`config.mk`:
```
export PLATFORM = sky130hd
export DESIGN_NAME = pc_predictor
export DESIGN_NICKNAME = d
export VERILOG_FILES = /design/src/rtl/pred_pkg.sv /design/src/rtl/pred_ras.sv /design/src/rtl/pc_predictor.sv
export SDC_FILE = /design/constraint.sdc
export NUM_CORES = 2
export LEC_CHECK = 0
export BUFFER_PORTS_ARGS = -buffer_cell sky130_fd_sc_hd__buf_2
export CAP_MARGIN = 25
export CORE_UTILIZATION = 60
export DETAILED_ROUTE_END_ITERATION = 10
export PLACE_DENSITY_LB_ADDON = 0.08
export SKIP_CTS_REPAIR_TIMING = 1
export SYNTH_ARGS = -nofsm -noshare
export SYNTH_HDL_FRONTEND = slang
export SYNTH_SLANG_ARGS = --single-unit
```
`constraint.sdc`:
```
create_clock -name clk -period 5.5 [get_ports clk]
set_clock_uncertainty 0.05 [all_clocks]
set_input_delay 0.275 -clock clk [delete_from_list [all_inputs] [get_ports clk]]
set_output_delay 0.275 -clock clk [all_outputs]
set_load 0.02 [all_outputs]
```
`src/rtl/pred_pkg.sv`:
```
// Shared types, counter encodings and PC field helpers for the next-PC predictor.
// PRED_RAS_EN adds the is_ret bit to each BTB entry.
package pred_pkg;

   localparam int unsigned PKG_ADDR_W = 32;

   localparam logic [1:0] SNT = 2'b00;
   localparam logic [1:0] WNT = 2'b01;
   localparam logic [1:0] WT  = 2'b10;
   localparam logic [1:0] ST  = 2'b11;

   typedef logic [PKG_ADDR_W-1:0] addr_t;

   // Tag is kept right-justified at full width so one entry type serves any BTB size
   typedef struct packed {
      logic  valid;
      addr_t tag;
      addr_t target;
`ifdef PRED_RAS_EN
      logic  is_ret;
`endif
   } btb_entry_t;

   function automatic addr_t pc_bidx(input addr_t pc, input int unsigned idx_w);
      return (pc >> 2) & ((addr_t'(1) << idx_w) - addr_t'(1));
   endfunction

   function automatic addr_t pc_hidx(input addr_t pc, input int unsigned idx_w);
      return (pc >> 2) & ((addr_t'(1) << idx_w) - addr_t'(1));
   endfunction

   function automatic addr_t pc_tag(input addr_t pc, input int unsigned idx_w);
      return pc >> (idx_w + 2);
   endfunction

endpackage

```
`src/rtl/pred_ras.sv`:
```
// Circular return address stack; a push on a full stack overwrites the oldest entry.
module pred_ras #(
   parameter int unsigned W     = 32,
   parameter int unsigned DEPTH = 4
) (
   input  logic         clk,
   input  logic         rst,
   input  logic         push,
   input  logic         pop,
   input  logic [W-1:0] push_data,
   output logic [W-1:0] top,
   output logic         empty
);

   localparam int unsigned PTR_W = $clog2(DEPTH);
   localparam int unsigned CNT_W = PTR_W + 1;

   logic [W-1:0]     mem [DEPTH];
   logic [PTR_W-1:0] ptr, ptr_pop, ptr_nxt;
   logic [CNT_W-1:0] cnt, cnt_pop, cnt_nxt;

   // Pop is applied before push so a combined call/return replaces the top
   always_comb begin
      ptr_pop = ptr;
      cnt_pop = cnt;
      if (pop && (cnt != '0)) begin
         ptr_pop = ptr - PTR_W'(1);
         cnt_pop = cnt - CNT_W'(1);
      end
      ptr_nxt = ptr_pop;
      cnt_nxt = cnt_pop;
      if (push) begin
         ptr_nxt = ptr_pop + PTR_W'(1);
         if (cnt_pop != CNT_W'(DEPTH)) begin
            cnt_nxt = cnt_pop + CNT_W'(1);
         end
      end
   end

   always_ff @(posedge clk or negedge rst) begin
      if (!rst) begin
         ptr <= '0;
         cnt <= '0;
         mem <= '{default: '0};
      end else begin
         ptr <= ptr_nxt;
         cnt <= cnt_nxt;
         if (push) begin
            mem[ptr_pop] <= push_data;
         end
      end
   end

   assign top   = mem[ptr - PTR_W'(1)];
   assign empty = (cnt == '0);

endmodule

```
`src/rtl/pc_predictor.sv`:
```
// Fetch-stage next-PC generator: direct-mapped BTB plus 2-bit counter table, with ALU redirect.
// Optional return address stack for jr $ra is enabled by defining PRED_RAS_EN.
module pc_predictor
   import pred_pkg::*;
#(
   parameter int unsigned       ADDR_W      = 32,
   parameter int unsigned       BTB_ENTRIES = 16,
   parameter int unsigned       BHT_ENTRIES = 64,
   parameter int unsigned       RAS_DEPTH   = 4,
   parameter logic [ADDR_W-1:0] INIT_PC     = ADDR_W'(32'hBFC0_0000)
) (
   input  logic              clk,
   input  logic              rst,
   input  logic              fetch_stall,
   output logic [ADDR_W-1:0] npc,
   output logic              pred_taken,
   output logic [ADDR_W-1:0] pred_target,
   input  logic              br_late,
   input  logic [ADDR_W-1:0] br_late_target,
   output logic              br_late_done,
   input  logic              upd_valid,
   input  logic [ADDR_W-1:0] upd_pc,
   input  logic              upd_taken,
   input  logic [ADDR_W-1:0] upd_target,
   input  logic              upd_is_call,
   input  logic              upd_is_ret
);

   localparam int unsigned BIDX_W = $clog2(BTB_ENTRIES);
   localparam int unsigned HIDX_W = $clog2(BHT_ENTRIES);

   if ((ADDR_W > PKG_ADDR_W) || (BTB_ENTRIES < 2) || ((BTB_ENTRIES & (BTB_ENTRIES - 1)) != 0) ||
       (BHT_ENTRIES < 2) || ((BHT_ENTRIES & (BHT_ENTRIES - 1)) != 0) ||
       (RAS_DEPTH < 2) || ((RAS_DEPTH & (RAS_DEPTH - 1)) != 0)) begin : g_param_check
      $error("pc_predictor: unsupported parameter set");
   end

   logic [ADDR_W-1:0] pc, pc_nxt;
   btb_entry_t        btb [BTB_ENTRIES];
   logic [1:0]        bht [BHT_ENTRIES];
   logic [BIDX_W-1:0] bidx, upd_bidx;
   logic [HIDX_W-1:0] hidx, upd_hidx;
   btb_entry_t        rd_e, wr_e;
   logic              btb_hit;
   logic [1:0]        ctr_cur, ctr_nxt;

`ifdef PRED_RAS_EN
   logic              ras_empty;
   logic [ADDR_W-1:0] ras_top;

   pred_ras #(
      .W     (ADDR_W),
      .DEPTH (RAS_DEPTH)
   ) u_ras (
      .clk       (clk),
      .rst       (rst),
      .push      (upd_valid && upd_is_call),
      .pop       (upd_valid && upd_is_ret),
      .push_data (upd_pc + ADDR_W'(8)),
      .top       (ras_top),
      .empty     (ras_empty)
   );
`else
   logic unused_ras;
   assign unused_ras = ^{upd_is_call, upd_is_ret};
`endif

   assign npc      = pc;
   assign bidx     = BIDX_W'(pc_bidx(PKG_ADDR_W'(pc), BIDX_W));
   assign hidx     = HIDX_W'(pc_hidx(PKG_ADDR_W'(pc), HIDX_W));
   assign upd_bidx = BIDX_W'(pc_bidx(PKG_ADDR_W'(upd_pc), BIDX_W));
   assign upd_hidx = HIDX_W'(pc_hidx(PKG_ADDR_W'(upd_pc), HIDX_W));

   // Lookup on the current pc and next-pc selection
   always_comb begin
      rd_e        = btb[bidx];
      btb_hit     = rd_e.valid && (rd_e.tag == pc_tag(PKG_ADDR_W'(pc), BIDX_W));
      pred_taken  = btb_hit && (bht[hidx] >= WT);
      pred_target = btb_hit ? ADDR_W'(rd_e.target) : '0;
`ifdef PRED_RAS_EN
      if (btb_hit && rd_e.is_ret && !ras_empty) begin
         pred_taken  = 1'b1;
         pred_target = ras_top;
      end
`endif
      pc_nxt = pc + ADDR_W'(4);
      if (br_late) begin
         pc_nxt = br_late_target;
      end else if (fetch_stall) begin
         pc_nxt = pc;
      end else if (pred_taken) begin
         pc_nxt = pred_target;
      end
   end

   // Training values from the resolved branch
   always_comb begin
      wr_e        = '0;
      wr_e.valid  = 1'b1;
      wr_e.tag    = pc_tag(PKG_ADDR_W'(upd_pc), BIDX_W);
      wr_e.target = PKG_ADDR_W'(upd_target);
`ifdef PRED_RAS_EN
      wr_e.is_ret = upd_is_ret;
`endif
      ctr_cur = bht[upd_hidx];
      ctr_nxt = ctr_cur;
      if (upd_taken) begin
         if (ctr_cur != ST) ctr_nxt = ctr_cur + 2'd1;
      end else begin
         if (ctr_cur != SNT) ctr_nxt = ctr_cur - 2'd1;
      end
   end

   always_ff @(posedge clk or negedge rst) begin
      if (!rst) begin
         pc           <= INIT_PC;
         br_late_done <= 1'b0;
         btb          <= '{default: '0};
         bht          <= '{default: WNT};
      end else begin
         pc           <= pc_nxt;
         br_late_done <= br_late;
         if (upd_valid) begin
            bht[upd_hidx] <= ctr_nxt;
            if (upd_taken) begin
               btb[upd_bidx] <= wr_e;
            end
         end
      end
   end

endmodule

```
; Word-level counts from Yosys, hierarchy flattened
; Cells that the tools add are included.
[totals]
word_cells = 159
out_inout_bits = 66
reg_bits = 1201
in_bits = 104
[classes]
bitwise_logic = 4
addsub = 3
muxes = 22
eq_ne = 3
magnitude_cmp = 7
n_reduce_logical = 6
[op_table]
columns = op, n
row1 = $bwmux 1040, 1
row2 = $bmux 65 s4, 1
row3 = $demux 65 s4, 1
row4 = $mux 65, 3
row5 = $bwmux 128, 1
row6 = $mux 32, 4
row7 = $add 32x3->32 const B, 1
row8 = $eq 32x26->1, 1
row9 = $bmux 2 s6, 2
row10 = $mux 2, 8
row11 = $ge 7x7->1 const B, 2
row12 = $not 6->7, 2
row13 = $demux 2 s6, 1
row14 = $ge 5x5->1 const B, 2
row15 = $not 4->5, 2
row16 = $lt 7x1->1 const B, 1
row17 = $lt 5x1->1 const B, 1
row18 = $logic_and 1x1->1, 4
row19 = $add 2x1->2 const B, 1
row20 = $ge 2x2->1 const B, 1
row21 = $ne 2x1->1 const B, 1
row22 = $ne 2x2->1 const B, 1
row23 = $reduce_and 2->1, 1
row24 = $reduce_bool 2->1, 1
row25 = $sub 2x1->2 const B, 1

; Depth between registers and ports, before layout
[logic_depth]
word_depth = 10
mapped_depth = 14
depth_no_buf = 10

; Worst setup path before layout
; No wires, ideal clock.
[synth_timing]
path_type = register -> output
start = reg pc[2] (netlist: npc[2])
end = out pred_target[11]
required_time_ps = 5175
slack_ps = 1978
path_buffers = 6
t_arrival_ps = 3197
stages_incl_launch_ff = 10
cell_sequence = dfrtp_1 > buf_4 > buf_6 > buf_4 > buf_6 > buf_2 > buf_1 > mux4_2 > mux4_2 > nor2b_1
[synth_via]
elab_chain_cells = 7
[synth_rtl]
columns = item, line_no
row1 = "start, declared", pc_predictor.sv:38  ; logic [ADDR_W-1:0] pc, pc_nxt;
row2 = "start signal, assigned", pc_predictor.sv:121  ; pc <= pc_nxt;
row3 = $not 4->5 (not written as such) (*), pc_predictor.sv:76  ; rd_e = btb[bidx];
row4 = $bmux 65 s4 (*), pc_predictor.sv:76
row5 = $mux 65 (not written as such) (*) (2 in a row), pc_predictor.sv:76
row6 = $eq 32x26->1, pc_predictor.sv:77  ; btb_hit = rd_e.valid && (rd_e.tag == pc_tag(PKG_ADDR_W'(pc), BIDX_W));
row7 = $logic_and 1x1->1, pc_predictor.sv:77
row8 = $mux 32 (*), pc_predictor.sv:79  ; pred_target = btb_hit ? ADDR_W'(rd_e.target) : '0;
row9 = "end, declared", pc_predictor.sv:17  ; output logic [ADDR_W-1:0] pred_target,
; Mark *: on every way between the ends. The rest lies on a longest branch, timed or not. The select of a mux whose other input is x is not followed.

; Worst setup path in the final report
[layout_timing]
start = reg pc[4] (netlist: npc[4])
end = out pred_taken
[layout_via]
elab_chain_cells = 7
elab_cells_between_ends = 12
cone_classes = order compare (1) / eq/ne (1) / mux (6) / bitwise (2) / reduce/logical (2)
[layout_rtl]
columns = item, line_no
row1 = $not 4->5 (not written as such), pc_predictor.sv:76
row2 = $bmux 65 s4, pc_predictor.sv:76
row3 = $mux 65 (not written as such) (2 in a row), pc_predictor.sv:76
row4 = $eq 32x26->1, pc_predictor.sv:77
row5 = $logic_and 1x1->1, pc_predictor.sv:77
row6 = $logic_and 1x1->1 (*), pc_predictor.sv:78  ; pred_taken = btb_hit && (bht[hidx] >= WT);
row7 = "end, declared", pc_predictor.sv:16  ; output logic pred_taken,
; Marks and branches as above.

==> metrics.md <==
| Metric | Value |
|---|---|
| Status | finished with violations |
| Failing checks | negative hold slack |
| Yosys warnings | 0 |
| Core Area | 86,800 sq um |
| Cell Pwr Density | between 300 and 400 nW/um^2 |
| Final Net Count | approximately 3,700 |
| Clock latency on the worst-skew pair | roughly 700 ps |
| Syn_nets | between 3,000 and 4,000 |
| CP delay by family, top | simple AND/OR/NAND/NOR gates |
| ANT nets after route | 0 |
| Layout cell share with drive strength beyond 1 | 0.513 |
| Cells after synthesis | ~3,500 |
| DRT iter0 DRCs | 2,694 |
| Starting density of the core | 0.606 |
| Largest stage delay, worst path | 780 ps |
| Clock Pin Slew Worst Setup and Hold Paths | around 60 ps |
| Global Route met1 Usage | 0.463 |
| Final Core Density | 0.681 |
| Cell Area, Synth | approximately 53,000 sq um |
| Switch Pwr | 6.14 mW |
| CP max FO | 46 |
| CP required | between 5000 and 6000 ps |
| Vias | approximately 32,000 |
| M2 GR Usage | 0.498 |
| Setup TNS | 0 ps |
| Die width | 298 microns |
| Worst ir drop on vdd | around 0.34 mV |
| CP Data Arrival Time | a little under 5000 ps |
| Area grow syn2layout | 12.3% |
| Comb power frac | 0.195 |
| CTS Buffer Depth | 3 |
| DR pass1 iterations | 5 |
| Tmin final | between 5000 and 6000 ps |
| Remaining global-route overflow | 0 |
| #FFs+latches synth | between 1,000 and 1,500 |
| DP HPWL | 86,400 microns |
| Post-route setup slack | around 210 ps |
| First-pass GRT wire length | 218,000 microns |
| Period utilisation layout | 0.962 |
| GP Congestion | between 0.8 and 0.9 |
| # port buffers | between 150 and 200 |
| Final setup fails | 0 |
| GR peak layer | met2 |
| Startpoint types | flip-flop |
| Slew @ Worst Pin | 1050 ps |
| Boundary Pins | 170 |
| Crit. End Element | output pin |
| Fin. max-slew vios | 0 |
| Fill count | a little under 6,000 |
| Maxcap violations | 0 |
| Grt met3 use | 0.0774 |
| Unrepaired setup endpoints after global routing | no |
| Pre-CTS setup slack | between 800 and 900 ps |
| Largest net degree at the start of global routing | ~180 |
| WHS | -17.4 ps |
| Vias in the first global route | between 30,000 and 40,000 |
| Slowest cell on crit path | dfrtp_4 |
| WL per Instance | 29.2 microns |
| GRT Util Overall | 0.328 |
| Mean Syn Cell Area | between 10 and 15 sq um |
| HP Class | input port to flip-flop |
| Die height | ~300 microns |
| CTS Buf Count | 115 |
| Setup CP Type | flip-flop to output pin |
| CTS tree | done |
| Vias per cell | approximately 6.6 |
| Final hold vios | between 40 and 50 |
| Post-synthesis sequential area ratio | 0.527 |
| Int Pwr | about 17 mW |
| Register share of total power | 0.459 |
| Post-synth EDFFs | 0 |
| Top_reg_cell synth | dfrtp_1 |
| CP Cell Sequence | buf_12 -> buf_4 -> mux4_2 -> nand2_1 -> and3_1 -> a31oi_1 -> xor2_1 -> nor4_4 -> nand4_1 -> inv_1 -> buf_2 |
| CTS HTree Levels | 3 |
| Clock Power Share | 0.346 |
| Fin cells | just under 5,000 |
| CTS Sinks | around 1,100 |
| Final wirelength | about 140,000 microns |
| DRC viols | 0 |
| Static Leakage | 26.1 nW |
| Crit path buffers/inverters | 4 |
| Initial antenna violation count | 7 |
| Achievable frequency | 189 MHz |
| Placed insts | around 4,600 |
| Distinct cells, synth | 73 |
| Root Buffer | clkbuf_16 |
| FP Rows | around 110 |
| Net Sw Frac | 0.268 |
| Worst rel slew slack | 0.297 |
| DIE AREA | 88,900 sq um |
| Asr flop ratio synth | 1.00 |
final cells by class:
class / instances / area (sq um) / area share
antenna: 3 / 7.51 / 0.000127
clock buffer: 178 / 3420 / 0.0578
clock inverter: 32 / 444 / 0.00752
inverter: 15 / 58.8 / 0.000995
multi-input combinational: 2088 / 23500 / 0.398
sequential: 1105 / 27800 / 0.470
tap: 1155 / 1450 / 0.0245
timing repair buffer: 313 / 2430 / 0.0411
cells by family (layout without fill, tap and decap cells):
kind of cell	count (synthesis)	after routing	share of synthesized area
mux	1473	1473	0.375
flops	1105	1105	0.527
simple gates	390	390	0.0390
buf+inv	318	538	0.0275
compound gates	181	181	0.0238
xor+xnor	41	41	0.00683
fa+ha+maj	3	3	0.000666
other cells	0	3	0
cell usage after synthesis (4+ instances only):
cell type / count / area [sq um]
mux2_2: 1083 / 12200
dfrtp_1: 1032 / 25800
mux4_2: 290 / 6530
clkbuf_1: 164 / 616
mux2i_1: 99 / 991
nand2_1: 97 / 364
nor2_1: 78 / 293
dfstp_2: 73 / 1920
buf_1: 63 / 236
nor2b_1: 48 / 300
buf_2: 38 / 190
a21oi_1: 36 / 180
xnor2_1: 29 / 254
nand3_1: 24 / 120
nand2b_1: 22 / 138
o21ai_0: 21 / 105
buf_4: 20 / 150
a22oi_1: 18 / 135
nand4_1: 18 / 113
buf_6: 17 / 191
or2_2: 17 / 106
and3_1: 16 / 100
nor3_1: 16 / 80.1
nor3b_1: 14 / 105
o22ai_1: 13 / 81.3
inv_1: 12 / 45.0
xor2_1: 12 / 105
o21ai_1: 11 / 55.1
and2_1: 10 / 62.6
a211oi_1: 9 / 67.6
nor4_1: 9 / 56.3
a221oi_1: 8 / 70.1
o31a_1: 8 / 70.1
o31ai_1: 6 / 45.0
a2bb2oi_1: 5 / 43.8
a22o_1: 4 / 35.0
a31oi_1: 4 / 25.0
o211ai_1: 4 / 30.0
o32ai_1: 4 / 35.0
stage by stage:
| stage | hold WS (ps) | power [mW] | cell area (sq um) |
|---|---|---|---|
| after CTS | -407 | 22.9 | 58300 |
| after detailed placement | 347 | 15.0 | 54400 |
| after global routing | 1.90 | 23.8 | 59100 |
| final | -17.4 | 22.9 | 59100 |
| after floorplan | -70.6 | 13.6 | 52600 |
| after global placement | 330 | 14.7 | 54400 |
power groups by stage:
| stage | Sequential (mW) | Clock (mW) | Combinational [mW] |
|---|---|---|---|
| floorplan | 10.3 | 0 | 3.27 |
| global placement | 10.5 | 0 | 4.24 |
| detailed placement | 10.6 | 0 | 4.39 |
| CTS | 10.5 | 8.03 | 4.41 |
| global route | 10.7 | 8.37 | 4.75 |
| finish | 10.5 | 7.93 | 4.47 |
worst paths after layout:
check	from	to	slack (ps)	cells after the start
max	npc[4]	pred_taken	210	11
min	upd_pc[24]	btb[830]	-20	2
max reg2reg	npc[4]	npc[8]	800	11
min reg2reg	btb[259]	btb[259]	410	1
max in group asynchronous	rst	btb[477]	3710	3
min in group asynchronous	rst	bht[81]	190	2
state kept, by name, summed over array words and instances (netlist names):
signal        cells
npc              32
bht             128
br_late_done      1
btb             944
layer usage:
| metal | vias up | part of all wire |
|---|---|---|
| li1 | 13300 | - |
| met1 | 17400 | 0.42 |
| met2 | 1211 | 0.46 |
| met3 | 311 | 0.077 |
| met4 | 10 | 0.039 |
| met5 | - | 0.00038 |
cell usage in the layout, fill, tap and decap left out, types with 14 or more instances in the layout:
cell           instances
nand2_1               96
mux2_2              1083
dlygate4sd3_1         69
nor2b_1               48
buf_12                23
xnor2_1               29
nand3_1               23
buf_4                 55
o21ai_0               21
clkbuf_16            116
dfstp_2               73
clkbuf_1              34
a21oi_1               36
nand2b_1              22
buf_2                164
clkinv_2              16
a22oi_1               18
clkbuf_8              28
nand4_1               18
nor3_1                15
nor3b_1               14
nor2_1                69
and3_1                15
dfrtp_1             1028
or2_2                 17
mux2i_1               99
mux4_2               290
worst register-to-register path, cell delays in order, from the launching register on:
cell and delay, ps:
dfrtp_4 780, buf_12 400, buf_4 340, mux4_2 220, nand2_1 50, and3_1 190
a31oi_1 490, xor2_1 250, nor4_4 450, nand4_1 700, o31ai_1 530, a2bb2oi_1 120
(Power assumes the default switching activity.)
